### config.mk
export PLATFORM = sky130hd
export DESIGN_NAME = vga_timing_gen
export DESIGN_NICKNAME = d
export VERILOG_FILES = /design/src/rtl/vga_timing_gen.sv
export SDC_FILE = /design/constraint.sdc
export NUM_CORES = 1
export LEC_CHECK = 0
export ABC_AREA = 0
export BUFFER_PORTS_ARGS = -buffer_cell sky130_fd_sc_hd__buf_2
export CORE_MARGIN = 1
export CORE_UTILIZATION = 45
export DETAILED_ROUTE_END_ITERATION = 12
export PLACE_DENSITY_LB_ADDON = 0.15
export SYNTH_ARGS = -nofsm -noshare
export SYNTH_HDL_FRONTEND = slang
export SYNTH_SLANG_ARGS = --single-unit
### constraint.sdc
create_clock -name i_clk -period 3.1 [get_ports i_clk]
set_input_delay 0.155 -clock i_clk [delete_from_list [all_inputs] [get_ports i_clk]]
set_output_delay 0.155 -clock i_clk [all_outputs]
set_load 0.05 [all_outputs]
### src/rtl/vga_timing_gen.sv
// vga_timing_gen: raster timing for the VGA path.
// Produces pixel/line counters, the visible flag and line/frame strobes for
// the pattern generator, plus hsync/vsync delayed by SYNC_DELAY enabled
// cycles so the sync edges line up with the generator's registered RGB.
module vga_timing_gen #(
    parameter int          H_VISIBLE   = 640,
    parameter int          H_FRONT     = 16,
    parameter int          H_SYNC      = 96,
    parameter int          H_BACK      = 48,
    parameter int          V_VISIBLE   = 480,
    parameter int          V_FRONT     = 10,
    parameter int          V_SYNC      = 2,
    parameter int          V_BACK      = 33,
    parameter logic        SYNC_ACTIVE = 1'b0,
    parameter int unsigned SYNC_DELAY  = 1
) (
    input  logic       i_clk,
    input  logic       i_rst,
    input  logic       i_ce,
    output logic [9:0] o_hpos,
    output logic [9:0] o_vpos,
    output logic       o_visible,
    output logic       o_line_strobe,
    output logic       o_frame_strobe,
    output logic       o_hsync,
    output logic       o_vsync
);

    localparam int H_TOTAL = H_VISIBLE + H_FRONT + H_SYNC + H_BACK;
    localparam int V_TOTAL = V_VISIBLE + V_FRONT + V_SYNC + V_BACK;

    localparam logic [9:0]  H_LAST     = 10'(H_TOTAL - 1);
    localparam logic [9:0]  V_LAST     = 10'(V_TOTAL - 1);
    localparam logic [9:0]  HS_START   = 10'(H_VISIBLE + H_FRONT);
    localparam logic [9:0]  HS_END     = 10'(H_VISIBLE + H_FRONT + H_SYNC - 1);
    localparam logic [9:0]  VS_START   = 10'(V_VISIBLE + V_FRONT);
    localparam logic [9:0]  VS_END     = 10'(V_VISIBLE + V_FRONT + V_SYNC - 1);
    localparam logic [9:0]  V_BLANK_AT = 10'(V_VISIBLE);
    localparam logic [10:0] H_VIS_LIM  = 11'(H_VISIBLE);
    localparam logic [10:0] V_VIS_LIM  = 11'(V_VISIBLE);

    // Reject geometries the 10-bit counters cannot represent.
    if (H_TOTAL > 1024 || V_TOTAL > 1024 || SYNC_DELAY > 4) begin : g_param_check
        $error("vga_timing_gen: totals must be <= 1024 and SYNC_DELAY <= 4");
    end

    logic [9:0] hpos;
    logic [9:0] vpos;
    logic       raw_hsync;
    logic       raw_vsync;

    // Pixel/line counters; wrap on equality with total-1, hold when i_ce low.
    always_ff @(posedge i_clk) begin
        if (i_rst) begin
            hpos <= '0;
            vpos <= '0;
        end else if (i_ce) begin
            if (hpos == H_LAST) begin
                hpos <= '0;
                if (vpos == V_LAST) begin
                    vpos <= '0;
                end else begin
                    vpos <= vpos + 10'd1;
                end
            end else begin
                hpos <= hpos + 10'd1;
            end
        end
    end

    // Position decode: visible area, strobes and undelayed sync levels.
    always_comb begin
        o_hpos         = hpos;
        o_vpos         = vpos;
        o_visible      = ({1'b0, hpos} < H_VIS_LIM) && ({1'b0, vpos} < V_VIS_LIM);
        o_line_strobe  = i_ce && (hpos == H_LAST);
        o_frame_strobe = i_ce && (hpos == '0) && (vpos == V_BLANK_AT);
        raw_hsync      = ((hpos >= HS_START) && (hpos <= HS_END)) ? SYNC_ACTIVE : ~SYNC_ACTIVE;
        raw_vsync      = ((vpos >= VS_START) && (vpos <= VS_END)) ? SYNC_ACTIVE : ~SYNC_ACTIVE;
    end

    // Sync delay line; reset loads every stage inactive so the outputs drop
    // out of sync on the first reset edge rather than after SYNC_DELAY cycles.
    if (SYNC_DELAY == 0) begin : g_sync_direct
        assign o_hsync = raw_hsync;
        assign o_vsync = raw_vsync;
    end else if (SYNC_DELAY == 1) begin : g_sync_one
        logic hs_q;
        logic vs_q;

        // Single-stage sync register, advancing on enabled cycles only.
        always_ff @(posedge i_clk) begin
            if (i_rst) begin
                hs_q <= ~SYNC_ACTIVE;
                vs_q <= ~SYNC_ACTIVE;
            end else if (i_ce) begin
                hs_q <= raw_hsync;
                vs_q <= raw_vsync;
            end
        end

        assign o_hsync = hs_q;
        assign o_vsync = vs_q;
    end else begin : g_sync_multi
        logic [SYNC_DELAY-1:0] hs_pipe;
        logic [SYNC_DELAY-1:0] vs_pipe;

        // Multi-stage sync shift register, advancing on enabled cycles only.
        always_ff @(posedge i_clk) begin
            if (i_rst) begin
                hs_pipe <= {SYNC_DELAY{~SYNC_ACTIVE}};
                vs_pipe <= {SYNC_DELAY{~SYNC_ACTIVE}};
            end else if (i_ce) begin
                hs_pipe <= {hs_pipe[SYNC_DELAY-2:0], raw_hsync};
                vs_pipe <= {vs_pipe[SYNC_DELAY-2:0], raw_vsync};
            end
        end

        assign o_hsync = hs_pipe[SYNC_DELAY-1];
        assign o_vsync = vs_pipe[SYNC_DELAY-1];
    end

endmodule
==> out/results.tsv, run 1 <==
stage	metric	value	unit
setup_path	crit_chain	ha_1 > and4_1 > nand3_4 > inv_2 > buf_2	
clocking	clk_latency	0.30	ns
pwr	comb_power_share	7.3	%
routing	wl_per_cell	14.5	um
clocking	post-cts-setup-buffer-count	0	
layout	nFillCells	257	
floorplanning	start_util	47.7	%
clocking	cts_tree	done	
sta	max_freq	484	MHz
synth	syn-cell-area	0.00118	mm2
pwr	intPower	340	uW
sta	worst_slack	1.04	ns
routing	routed_via_density	5.81	
setup_path	cp-start-kind	flip-flop	
synth	yosysSeqAreaShare	37.2	%
run	maxCapViolCount	0	
setup_path	arrival	1.91	ns
routing	remaining_drc_errors	0	
setup_path	cp_slowest_cell	dfxtp_1	
pwr	power_leakage	0.567	nW
layout	multi_input_area	688	um2
clocking	numCtsBuffers	3	
setup_path	crit_buf_inv	2	
synth	netlist_instances	135	
sta	tightest_slew	0.348	ns
sta	slew_violations	0	
floorplanning	dieArea	0.00284	mm2
synth	synthDistinctLibCells	41	
clocking	htreeDepth	1	
global_route	grt_max_degree	12	
synth	synth_top_area_share	37.2	%
routing	drt-pass1-iter-count	4	
run_status	outcome	finished clean	
layout	antenna_cells	0	
floorplanning	rows	18	
global_route	antenna_found_initial	0	
synth	synth_nets	142	
sta	hold_viol_final	0	
setup_path	required	2.94	ns
worst_hold_path	hp-class	input port to flip-flop	
setup_path	path_delay_family	simple AND/OR/NAND/NOR gates	
sta	rsz0062_at_grt	no	
layout	regArea	440	um2
pwr	power_density	334	mW/mm2
synth	syn_area_per_cell	8.76	um2
pwr	ir_drop	0.000265	V
setup_path	critPathMaxFanout	7	
clocking	post_cts_resized	0	
setup_path	endpoint_kind	output pin	
sta	slew_headroom	76.7	%
sta	setup_tns	0	ns
clocking	clkTransAtPathRegs	0.11	ns
routing	drt-initial-drc-count	20	
routing	ant_nets	0	
floorplanning	core_area	0.00248	mm2
global_route	grt-ovfl-total	0	
placement	port_buffers	27	
placement	routabilityCongestion	0.770	
global_route	grt_usage	21.2	%
pwr	seqPwrFrac	64.3	%
synth	synth_area_leaders	dfxtp_1 (37%), xor2_1 (5.9%), nor2_1 (5.7%)	
synth	synth_edf_count	0	
clocking	clockBufferDepth	2	
layout	area_growth	13.9	%
global_route	grt_pass1_vias	902	
floorplanning	die_h	53.3	um
synth	synth_seq_cells	22	
sta	finalClockSkew	0.00796	ns
pwr	p_switching	109	uW
synth	synthArstFlopShare	0	%
floorplanning	die_w	53.3	um
sta	fin_crit_sh	66.6	%
floorplanning	io-pin-count	28	
synth	ys_warn_count	0	
clocking	cts.sinks	22	
pwr	swShare	24.3	%
layout	finalNetCount	169	
clocking	holdBufCountCts	0	
routing	vias	1104	
routing	finalWirelength	2760	um
setup_path	cpPeakStageDelay	0.42	ns
placement	dp_slack	1.35	ns
layout	drive_gt1_share	24.4	%
sta	period_needed	2.06	ns
global_route	grt_pass1_wl	4280	um
pwr	p_clk_share	28.4	%
setup_path	crit_type	flip-flop to output pin	
clocking	cts_root_buf	clkbuf_4	
synth	yosys_most_used_dff	dfxtp_1	
placement	hpwl	2080	um
synth	synth_top_area_cell	dfxtp_1	
sta	setup_viol	0	
==> cell families after synthesis <==
group	Yosys count	synth area share, %
fa+ha+maj	4	4.23
xor+xnor	12	8.89
mux	2	1.80
flops	22	37.2
buf+inv	11	4.55
compound gates	15	9.21
simple gates	69	34.1
==> state kept, by name, summed over array words and instances (netlist names) <==
| signal | count |
|---|---|
| o_hpos | 10 |
| o_vpos | 10 |
| o_hsync | 1 |
| o_vsync | 1 |
==> final timing paths <==
kind         cells after the start      start       endpoint  slack (ns)
max                              5  o_hpos[0]  o_line_strobe        1.04
min                              2      i_rst      o_hpos[2]        0.18
min reg2reg                      2    o_vsync        o_vsync        0.51
max reg2reg                      6  o_hpos[0]      o_vpos[8]        1.35
==> area by class of cell <==
type | instances | area share [%]
inverter | 6 | 1.67
timing repair buffer | 27 | 10.0
sequential | 22 | 32.7
tap | 30 | 2.79
clock buffer | 3 | 1.67
multi-input combinational | 102 | 51.1
==> metrics by stage <==
step                      power, mW  hold slack (ns)  area, um2  util (%)  std cells
after floorplan               0.320            0.366       1180         -        135
after global placement        0.328            0.471       1320      53.4        187
after detailed placement      0.328            0.480       1320      53.4        187
after CTS                     0.454            0.177       1350      54.3        190
after global routing          0.468            0.181       1350      54.3        190
final                         0.449            0.180       1350      54.3        190
==> Yosys cell counts (2+ instances only) <==
cell type  number
nor3_1          3
a21oi_1         3
dfxtp_1        22
inv_1           5
nand2_1         8
and4_1          5
nand3_1         9
xnor2_1         4
ha_1            4
o21ai_0         2
o31ai_1         3
nor3_2          2
xor2_1          8
and3_1          6
nand4_1         7
clkbuf_1        2
nor2_1         18
==> power groups by stage <==
stage                     clock network [mW]  logic (mW)  registers, mW
after global routing                   0.143      0.0363          0.289
after floorplan                            0      0.0157          0.304
after global placement                     0      0.0336          0.295
after detailed placement                   0      0.0333          0.295
final                                  0.127      0.0330          0.289
after CTS                              0.132      0.0335          0.289
==> cells in the final DEF (no fill, tap or decap), drive strengths merged, types with 4 or more instances in the layout <==
cell type  netlist  routed
dfxtp           22      22
and4             5       5
buf              3      27
nand4            7       7
xor2             8       8
nand2            8       8
xnor2            4       4
nor2            18      18
nand3           10      10
and3             6       6
inv              6       6
ha               4       4
nor3             5       5
==> per-layer routing <==
metal  wire (um)  share of wire (%)  up-vias  global-route usage, %
li1            -                  -      540                      -
met5           0                  0        -                      0
met4          32                1.2        0                   9.65
met3         122                4.4        4                   2.87
met1        1370                 50      531                   31.5
met2        1230                 45       29                   29.6
==> worst reg2reg max path: cells and delay by family (launching register included) <==
family | cells | cell delay (ns)
muxes | 1 | 0.26
buffers and inverters | 1 | 0.14
and+or+nand+nor | 2 | 0.57
DFF | 1 | 0.42
adders and majority gates | 1 | 0.20
AOI/OAI and AO/OA | 1 | 0.07
No activity file was read; power rests on OpenSTA's default activity.
==> inputs of run 2 (changes only) <==
--- a/config.mk
+++ b/config.mk
@@ -5,7 +5,7 @@
 export SDC_FILE = /design/constraint.sdc
 export NUM_CORES = 1
 export LEC_CHECK = 0
-export ABC_AREA = 0
+export ABC_AREA = 1
 export BUFFER_PORTS_ARGS = -buffer_cell sky130_fd_sc_hd__buf_2
 export CORE_MARGIN = 1
 export CORE_UTILIZATION = 45
==> constraint.sdc (replaced) <==
create_clock -name i_clk -period 2 [get_ports i_clk]
set_input_delay 0.1 -clock i_clk [delete_from_list [all_inputs] [get_ports i_clk]]
set_output_delay 0.1 -clock i_clk [all_outputs]
set_load 0.05 [all_outputs]
==> run 2 against run 1 <==
Via count grew 21%. Highest routed layer unchanged. Setup slack lost 0.91 ns. Final cell count grew 36%. Global-route usage grew 0.51 points. Largest power group unchanged. Synthesized cell count grew 47%.
==> out/results.tsv, run 2 <==
stage	metric	value	unit	change
run_status	outcome	finished clean		
setup_path	arrival	1.77	ns	-0.14 ns
routing	finalWirelength	3250	um	+18%
clocking	clk_latency	0.32	ns	+0.02 ns
synth	netlist_instances	199		+47%
routing	drt-pass1-iter-count	4		unchanged
pwr	power_leakage	0.744	nW	+31%
sta	tightest_slew	0.357	ns	+0.00861 ns
layout	drive_gt1_share	22.4	%	-2.0 points
synth	ys_warn_count	0		unchanged
synth	synth_most_common_cell	nand2_1		
pwr	swShare	23.3	%	-0.95 points
pwr	power_density	555	mW/mm2	+66%
pwr	p_clk_share	40.0	%	+12 points
layout	finalNetCount	236		+40%
setup_path	crit_type	flip-flop to output pin		
sta	setup_tns	0	ns	unchanged
clocking	htreeDepth	1		unchanged
placement	placed_cells_incl_taps	253		+35%
synth	synth_seq_cells	22		unchanged
layout	final_cell_mix	nand2_1 (47), nor2_1 (30), inv_1 (25), buf_2 (25), dfxtp_1 (22)		
synth	synth_area_leaders	dfxtp_1 (33%), nand2_1 (13%), nor2_1 (8.7%)		
pwr	seqPwrFrac	51.7	%	-13 points
pwr	p_switching	203	uW	+86%
global_route	grt-ovfl-total	0		unchanged
routing	drt-initial-drc-count	67		+240%
clocking	clkTransAtPathRegs	0.14	ns	+0.03 ns
setup_path	cp-start-kind	flip-flop		
synth	synthArstFlopShare	0	%	unchanged
floorplanning	start_util	48.0	%	+0.23 points
sta	hold_viol_final	0		unchanged
clocking	cts.sinks	22		unchanged
global_route	grt_max_degree	14		+2
layout	nFillCells	266		+3.5%
sta	setup_viol	0		unchanged
global_route	grt_usage	21.7	%	+0.51 points
floorplanning	dieArea	0.00319	mm2	+12%
placement	dp_slack	0.351	ns	-1.00 ns
pwr	power.total	869	uW	+93%
synth	synth_edf_count	0		unchanged
sta	fin_crit_sh	93.6	%	
synth	yosys-top-cells-count	nand2_1 (47), nor2_1 (31), inv_1 (25)		
floorplanning	core_area	0.00278	mm2	+12%
routing	remaining_drc_errors	0		unchanged
routing	routed_via_density	5.18		-11%
layout	stdcell_count	259		+36%
sta	slew_violations	0		unchanged
synth	synth_top_area_share	33.0	%	-4.2 points
placement	port_buffers	27		unchanged
sta	worst_slack	0.127	ns	-0.909 ns
sta	whs	0.0240	ns	-0.157 ns
sta	period_needed	1.87	ns	
sta	slew_headroom	76.0	%	-0.67 points
sta	finalClockSkew	0.0157	ns	+0.00774 ns
placement	hpwl	2460	um	+18%
layout	final_area	0.00157	mm2	+16%
floorplanning	die_w	56.4	um	+6.0%
global_route	grt_pass1_wl	5530	um	+29%
synth	synth_nets	206		+45%
clocking	numCtsBuffers	3		unchanged
synth	yosys_most_used_dff	dfxtp_1		
run	maxCapViolCount	0		unchanged
setup_path	critPathMaxFanout	6		-1
synth	synth_top_area_cell	dfxtp_1		
pwr	intPower	666	uW	+96%
layout	final_util	56.3	%	+1.9 points
sta	max_freq	534	MHz	
routing	wl_per_cell	12.6	um	-13%
floorplanning	io-pin-count	28		unchanged
layout	area_growth	17.4	%	
placement	routabilityCongestion	0.867		+13%
layout	antenna_cells	0		unchanged
pwr	ir_drop	0.000540	V	+100%
global_route	grt_pass1_vias	1240		+37%
synth	syn-cell-area	0.00133	mm2	+13%
clocking	clockBufferDepth	2		unchanged
floorplanning	rows	19		+1
synth	syn_area_per_cell	6.70	um2	-23%
pwr	comb_power_share	8.3	%	+1.0 points
setup_path	required	1.90	ns	-1.04 ns
routing	vias	1341		+21%
floorplanning	die_h	56.4	um	+6.0%
clocking	cts_tree	done		
routing	ant_nets	0		unchanged
synth	synthDistinctLibCells	27		-34%
global_route	antenna_found_initial	0		unchanged
setup_path	endpoint_kind	output pin		
synth	yosysSeqAreaShare	33.0	%	-4.2 points
placement	placed_area	0.00149	mm2	+13%
clocking	holdBufCountCts	0		unchanged
clocking	cts_root_buf	clkbuf_4		
layout	mostFrequentLayoutCell	nand2_1		
worst_hold_path	hp-class	input port to flip-flop		
==> run 2: final cells by class <==
class	count	area, um2	area share [%]
sequential	22	440	28.1
inverter	27	101	6.47
clock buffer	3	22.5	1.44
timing repair buffer	29	155	9.91
clock inverter	1	30.0	1.92
multi-input combinational	146	777	49.6
tap	31	38.8	2.48
==> run 2: worst max-delay path, stage by stage, from the launching register on <==
cell and delay (ns):
dfxtp_1 0.47, nand2_1 0.12, nor2_2 0.22, nand3_1 0.14
nor4_2 0.22, clkbuf_4 0.27
==> run 2: per-layer routing <==
metal  GRT usage, %  routed length (um)  vias to the layer above
met5              0                   0                        -
met4           7.32                  44                        0
met3           5.07                 261                        7
met2           33.4                1470                       53
met1           29.8                1470                      593
li1               -                   -                      688
==> run 2: cells by family (layout without fill, tap and decap cells) <==
logic type	Yosys count	after routing	synth area share (%)
AO/OA/AOI/OAI	20	20	8.16
adder cells (fa/ha/maj)	4	4	3.75
flip-flops	22	22	33.0
XOR/XNOR	2	2	1.31
AND/OR/NAND/NOR	120	120	43.9
buffers and inverters	31	60	9.85
==> run 2: final timing paths <==
| kind | from | to | slack, ns | cells past startpoint |
|---|---|---|---|---|
| worst max-delay path | o_vpos[5] | o_frame_strobe | 0.13 | 5 |
| worst min-delay path | i_rst | o_vpos[5] | 0.02 | 2 |
| worst max register to register | o_hpos[0] | o_vpos[9] | 0.38 | 8 |
| worst min register to register | o_vsync | o_vsync | 0.48 | 2 |
==> run 2: what timing repair did <==
item                       CTS  global route
setup endpoints to repair    1             2
gates resized for setup      1             2
setup buffers                0             2
pin swaps                    0             1
==> run 2: power groups by stage <==
stage	logic, mW	clock network (mW)	registers [mW]
2_1_floorplan	0.0364	0	0.479
3_3_place_gp	0.0712	0	0.459
3_5_place_dp	0.0713	0	0.460
4_1_cts	0.0716	0.359	0.450
5_1_grt	0.0787	0.371	0.452
6_report	0.0717	0.347	0.450
